File: src/rtl/flopr_pkg.sv
// Shared definitions for the flopr_pipe elastic register pipeline.
//  - DEFAULT_WIDTH / DEFAULT_DEPTH : default geometry used by the pipeline and its stages
//  - POPCOUNT_MAX                  : widest valid vector popcount() can count
//  - popcount()                    : number of set bits, used for the occupancy output
package flopr_pkg;

    localparam int unsigned DEFAULT_WIDTH = 4;
    localparam int unsigned DEFAULT_DEPTH = 3;
    localparam int unsigned POPCOUNT_MAX  = 64;

    function automatic int unsigned popcount(input logic [POPCOUNT_MAX-1:0] bits);
        int unsigned n;
        n = 0;
        for (int i = 0; i < int'(POPCOUNT_MAX); i++) begin
            n += 32'(bits[i]);
        end
        return n;
    endfunction

endpackage

File: src/rtl/flopenr_stage.sv
// One stage of the elastic pipeline: a WIDTH-bit data register plus its valid bit.
// Ports:
//  clk      in   rising-edge clock
//  reset_n  in   asynchronous active-low reset (valid=0, data=RESET_VAL)
//  load_i   in   load valid_i/data_i into the stage this edge
//  clr_i    in   synchronous valid clear; data holds, overrides load_i
//  valid_i  in   incoming valid bit
//  data_i   in   incoming data
//  valid_o  out  registered valid bit
//  data_o   out  registered data
module flopenr_stage
    import flopr_pkg::*;
#(
    parameter int unsigned           WIDTH     = DEFAULT_WIDTH,
    parameter logic [WIDTH-1:0]      RESET_VAL = '0
) (
    input  logic             clk,
    input  logic             reset_n,
    input  logic             load_i,
    input  logic             clr_i,
    input  logic             valid_i,
    input  logic [WIDTH-1:0] data_i,
    output logic             valid_o,
    output logic [WIDTH-1:0] data_o
);

    logic             valid_q, valid_d;
    logic [WIDTH-1:0] data_q,  data_d;

    // A clear drops only the valid bit; the data register keeps its old contents
    // even if a load was also requested in the same cycle.
    always_comb begin
        valid_d = valid_q;
        data_d  = data_q;
        if (clr_i) begin
            valid_d = 1'b0;
        end else if (load_i) begin
            valid_d = valid_i;
            data_d  = data_i;
        end
    end

    always_ff @(posedge clk or negedge reset_n) begin
        if (!reset_n) begin
            valid_q <= 1'b0;
            data_q  <= RESET_VAL;
        end else begin
            valid_q <= valid_d;
            data_q  <= data_d;
        end
    end

    assign valid_o = valid_q;
    assign data_o  = data_q;

endmodule

File: src/rtl/flopr_pipe.sv
// Parametrised elastic register pipeline with valid/ready flow control.
// DEPTH stages of WIDTH-bit data; bubbles collapse because a stage loads
// whenever it is empty or its contents are moving on.
// Ports:
//  clk        in   rising-edge clock
//  reset_n    in   asynchronous active-low reset, discards all items
//  flush      in   synchronous clear of all valid bits (input not accepted)
//  in_valid   in   upstream data valid
//  in_ready   out  pipeline accepts in_data this cycle
//  in_data    in   upstream data
//  out_valid  out  last stage holds valid data
//  out_ready  in   downstream accepts out_data this cycle
//  out_data   out  last-stage data
//  occupancy  out  number of valid stages, 0..DEPTH
module flopr_pipe
    import flopr_pkg::*;
#(
    parameter int unsigned      WIDTH     = DEFAULT_WIDTH,
    parameter int unsigned      DEPTH     = DEFAULT_DEPTH,
    parameter logic [WIDTH-1:0] RESET_VAL = '0
) (
    input  logic                       clk,
    input  logic                       reset_n,
    input  logic                       flush,
    input  logic                       in_valid,
    output logic                       in_ready,
    input  logic [WIDTH-1:0]           in_data,
    output logic                       out_valid,
    input  logic                       out_ready,
    output logic [WIDTH-1:0]           out_data,
    output logic [$clog2(DEPTH+1)-1:0] occupancy
);

    localparam int unsigned OCC_W = $clog2(DEPTH + 1);

    if (DEPTH < 1) begin : g_bad_depth
        $error("flopr_pipe: DEPTH must be at least 1");
    end
    if (DEPTH > POPCOUNT_MAX) begin : g_too_deep
        $error("flopr_pipe: DEPTH exceeds popcount width");
    end

    logic [DEPTH-1:0] v_q;
    logic [WIDTH-1:0] d_q [DEPTH];
    logic [DEPTH-1:0] rdy;

    // A stage can take new data if it is empty or everything ahead of it can move.
    always_comb begin
        rdy            = '0;
        rdy[DEPTH-1]   = out_ready | ~v_q[DEPTH-1];
        for (int i = int'(DEPTH) - 2; i >= 0; i--) begin
            rdy[i] = rdy[i+1] | ~v_q[i];
        end
    end

    for (genvar i = 0; i < int'(DEPTH); i++) begin : g_stage
        logic             src_valid;
        logic [WIDTH-1:0] src_data;

        if (i == 0) begin : g_src_in
            assign src_valid = in_valid;
            assign src_data  = in_data;
        end else begin : g_src_prev
            assign src_valid = v_q[i-1];
            assign src_data  = d_q[i-1];
        end

        // Stage 0 loads on rdy[0] even during flush; the clear wins so nothing is accepted.
        flopenr_stage #(
            .WIDTH     (WIDTH),
            .RESET_VAL (RESET_VAL)
        ) u_stage (
            .clk     (clk),
            .reset_n (reset_n),
            .load_i  (rdy[i]),
            .clr_i   (flush),
            .valid_i (src_valid),
            .data_i  (src_data),
            .valid_o (v_q[i]),
            .data_o  (d_q[i])
        );
    end

    assign in_ready  = rdy[0] & ~flush;
    assign out_valid = v_q[DEPTH-1];
    assign out_data  = d_q[DEPTH-1];
    assign occupancy = OCC_W'(popcount(POPCOUNT_MAX'(v_q)));

endmodule

File: config.mk
export PLATFORM = sky130hd
export DESIGN_NAME = flopr_pipe
export DESIGN_NICKNAME = d
export VERILOG_FILES = /design/src/rtl/flopr_pkg.sv /design/src/rtl/flopenr_stage.sv /design/src/rtl/flopr_pipe.sv
export SDC_FILE = /design/constraint.sdc
export NUM_CORES = 1
export LEC_CHECK = 0
export ABC_AREA = 1
export CORE_AREA = 5 5 45 47
export DETAILED_ROUTE_END_ITERATION = 10
export DIE_AREA = 0 0 50 52
export DONT_BUFFER_PORTS = 1
export SYNTH_ARGS = -nofsm -noshare
export SYNTH_HDL_FRONTEND = slang
export SYNTH_SLANG_ARGS = --single-unit
export TNS_END_PERCENT = 20
File: constraint.sdc
create_clock -name clk -period 1.5 [get_ports clk]
set_input_delay 0.225 -clock clk [delete_from_list [all_inputs] [get_ports clk]]
set_output_delay 0.225 -clock clk [all_outputs]
set_load 0.1 [all_outputs]
Yosys cells after proc, flatten, opt, wreduce, memory -nomap -nowiden
Index checks and enable logic that the tools add are counted.

Shifts and indexed selects: 0. Mux-type cells: 6. Magnitude comparators: 0. Reductions and logical operators: 6. $add $sub $neg: 2. Divide/modulo/power cells: 0. Equal/unequal tests: 0. Bitwise logic cells: 8. Multipliers: 0.

Operators with widths (count): $mux 1 (6); $reduce_and 2->1 (3); $reduce_bool 2->1 (3); $not 1->1 (4); $or 1x1->1 (3); $add 1x1->2 (1); $add 2x1->2 (1); $and 1x1->1 (1).

Memory bits (writable): 0. Bits in latches: 0. ROM bits: 0. Output and inout port bits: 8. Memories: 0. Register bits after elaboration: 15.

Logic depth before layout (Yosys ltp)
Depth after elaboration: 6. Depth in mapped cells: 5.

By module
Synthesis repeated with hierarchy kept, for this count alone.

Cell total of the unflattened synthesis: 77. Area total of the unflattened synthesis: 660.6 µm².

Modules (own cells, without submodules): flopenr_stage (area an instance 201.4 µm², cells each 23, times used 3, seq. area each 125.1 µm²); flopr_pipe (area an instance 56.3 µm², cells each 8, times used 1, seq. area each 0.0 µm²).

Worst setup path before layout
OpenSTA, ideal clock, no wires.

Path type: reg-to-output. Start: register g_stage[2].u_stage.valid_q. End: output port occupancy[0]. Data required time: 1275 ps. Arrival: 2150 ps. Slack: -875 ps. Stages on the path, launching flop included: 2. Cells stage by stage: dfrtp_1 -> fa_1.

Word-level cells in the longest chain between the ends: 1.

Ends and longest elaborated chain: start, declared (RTL line flopenr_stage.sv:27) `logic valid_q, valid_d;`; start signal, assigned (RTL line flopenr_stage.sv:48) `valid_q <= valid_d;`; $add 2x1->2 (RTL line flopr_pkg.sv:15) `n += 32'(bits[i]);`; end, declared (RTL line flopr_pipe.sv:31) `output logic [$clog2(DEPTH+1)-1:0] occupancy`.

Every way passes these cells.

Worst setup path in the final report
Ends and elaborated chain as after synthesis.

==> metrics.cfg <==
[run_status]
outcome = finished, violations left
violations = negative setup slack

[drt]
wl_met3_um = 86
wl_met1_um = 525
routed_wl_mm = 1.26
dr.max_layer_used = met4
drc_errors = 0
vias_per_cell = 4.98
dr.pass1.iters = 4
wl_per_cell_um = 12.5
antenna_left = 0
route.met2.wl_um = 611
dr.first_iter.drc_count = 8
vias = 503

[die]
die-area_sq_mm = 0.00260
core-area_sq_mm = 0.00161
die_height_um = 52
pin_count = 17
start_util_pct = 40.2
die_x_um = 50
rows = 15

[min_path]
hold_depth = 1
min_path_type = primary input to register
hold_path.startpoint = flush
hold_end = g_stage[0].u_stage.valid_o

[timing]
finalWorstSetupSlack_ns = -0.225
rsz0062_at_grt = yes
holdWs_ns = 0.0216
fmax_mhz = 580
final.setup_skew_ns = 0.000472
relSlewSlack_pct = 55.6
setup_violations = 3
fin_crit_sh_pct = 115
hold_viol = 0
slew_viol_final = 0
worst-slew-pin-transition_ns = 0.664
setup_tns_ns = -0.403
fin_crit_ns = 1.73

[setup_path]
cp-end-kind = output pin
reg2reg_depth = 5
rr_endpoint = g_stage[0].u_stage.data_o[1]
crit_type = register to output pin
rrSetupSlack_ns = 0.40
crit_path_top_delay_cell = fa_2
path_cells = fa_2 > buf_12
start_kind = register
worst_ep_required_time_ns = 1.27
cp_max_fo = 2
cp.arrival_ns = 1.50
worstReg2RegStart = g_stage[2].u_stage.valid_o
critPathBufInv = 1
critPathMaxStageDelay_ns = 0.55
cpLargestDelayFamily = adder cells

[job]
cap_violations = 0

[clock_network]
cts_buffers = 3
ctsHtreeMaxLevel = 1
cts_sinks = 15
cts_tree = yes
clk_pin_slew_ns = 0.08
clk_root_buffer_cell = clkbuf_4
cts_buffer_depth = 2
insertion_delay_ns = 0.28

[power_and_ir_drop]
total_power_uw = 995
p_leak_nw = 0.428
power_density_mw_per_mm2 = 1190
vdd.ir_drop.worst_v = 0.000549

[cells_and_area]
final_cell_area_sq_um = 837
areaGrowthSynthToFinish_pct = 28.9
n_antenna_cell = 0
fin_nets = 95
layout_commonest_cell = nand2_1
layout_common_cells = nand2_1, dfrtp_1, nand3_1
drive_above_1_share_pct = 28.6

[global_routing]
grt_pass1_vias = 515
grt_pass1_wl_mm = 2.26
overflow = 0
antenna_found_initial = 0
grt_max_degree = 16
grt_use_total_pct = 11.7

[logic_synthesis]
ys_types = 13
ys_seq_area_share_pct = 57.8
syn_area_sq_um = 649
yosysWarnings = 0
ys_ff_latch = 15
synth_nets = 78
synthCells = 68
avgSynthCellArea_sq_um = 9.55

[place]
hpwl_um = 967
globalplace.congestion = 0.679
port_buffers = 0
placed_area_sq_um = 801

-- cells in the mapped netlist --
library cell	n	share of area (%)
buf_4	1	1.2
dfrtp_1	15	58
fa_1	1	3.1
inv_1	2	1.2
inv_2	1	0.58
nand2_1	28	16
nand2_2	2	1.9
nand2_4	1	1.7
nand3_1	12	9.2
nand3_2	1	1.5
nand4_4	1	3.3
o21ai_0	2	1.5
o21ai_1	1	0.77
-- area by class of cell --
| cell class | instances | area (sq um) |
|---|---|---|
| flip-flops and latches | 15 | 379 |
| fillers | 158 | 777 |
| clock buffers | 4 | 26.3 |
| multi-input cells | 49 | 258 |
| repair buffers | 13 | 138 |
| well taps | 17 | 21.3 |
| inverters | 3 | 15.0 |
-- registers in the layout (all words and copies together) (netlist names) --
name and cells:
g_stage.u_stage.valid_o 3, g_stage.u_stage.data_o 12
-- power by group --
group	total (mW)	internal, mW	switching, mW	leakage (nW)
Combinational	0.303	0.0777	0.226	0.225
Sequential	0.466	0.444	0.0213	0.188
Clock	0.226	0.103	0.122	0.0150
-- metrics by stage --
| stage | setup slack, ns | std cells | util [%] |
|---|---|---|---|
| after detailed placement | 0.0651 | 96 | 49.6 |
| after global routing | -0.252 | 101 | 51.9 |
| final | -0.225 | 101 | 51.9 |
| after floorplan | -0.292 | 68 | - |
| after CTS | -0.239 | 101 | 51.9 |
| after global placement | 0.0779 | 96 | 49.6 |
-- what timing repair did --
item / 4_1_cts / 5_1_grt
setup endpoints to repair: 3 / 3
pin swaps: 1 / 0
hold buffers: 1 / 0
gates cloned: 0 / 0
buffers inserted: 0 / 0
endpoints found under the hold margin: 15 / 0
resized for setup: 0 / 0
-- metal layers --
layer	global-route usage, %	vias up
met1	13.5	232
met4	6.55	0
met2	18.6	14
met3	4.30	5
met5	0	-
li1	-	252
-- cell families after synthesis --
group | count (synthesis) | synth area share, %
and+or+nand+nor | 45 | 33.9
DFF | 15 | 57.8
buffers and inverters | 4 | 2.89
AOI/OAI and AO/OA | 3 | 2.31
adders and majority gates | 1 | 3.08
-- worst reg2reg max path: cells and delay by family, from the launching register on --
kind	cells	cell delay (ns)
simple gates	4	0.35
flops	1	0.49
buf+inv	1	0.16
-- worst max-delay path by stage --
stage | start | end | slack (ns) | cells past startpoint
6_report | g_stage[2].u_stage.valid_o | occupancy[0] | -0.23 | 2
5_1_grt | g_stage[2].u_stage.valid_o | occupancy[0] | -0.25 | 2
4_1_cts | g_stage[2].u_stage.valid_o | occupancy[0] | -0.24 | 2
3_5_place_dp | g_stage[2].u_stage.valid_o | occupancy[0] | 0.07 | 2
3_3_place_gp | g_stage[2].u_stage.valid_o | occupancy[0] | 0.08 | 2
2_1_floorplan | g_stage[2].u_stage.valid_o | occupancy[0] | -0.29 | 1
Note: power is estimated with default switching activity, not from simulation.
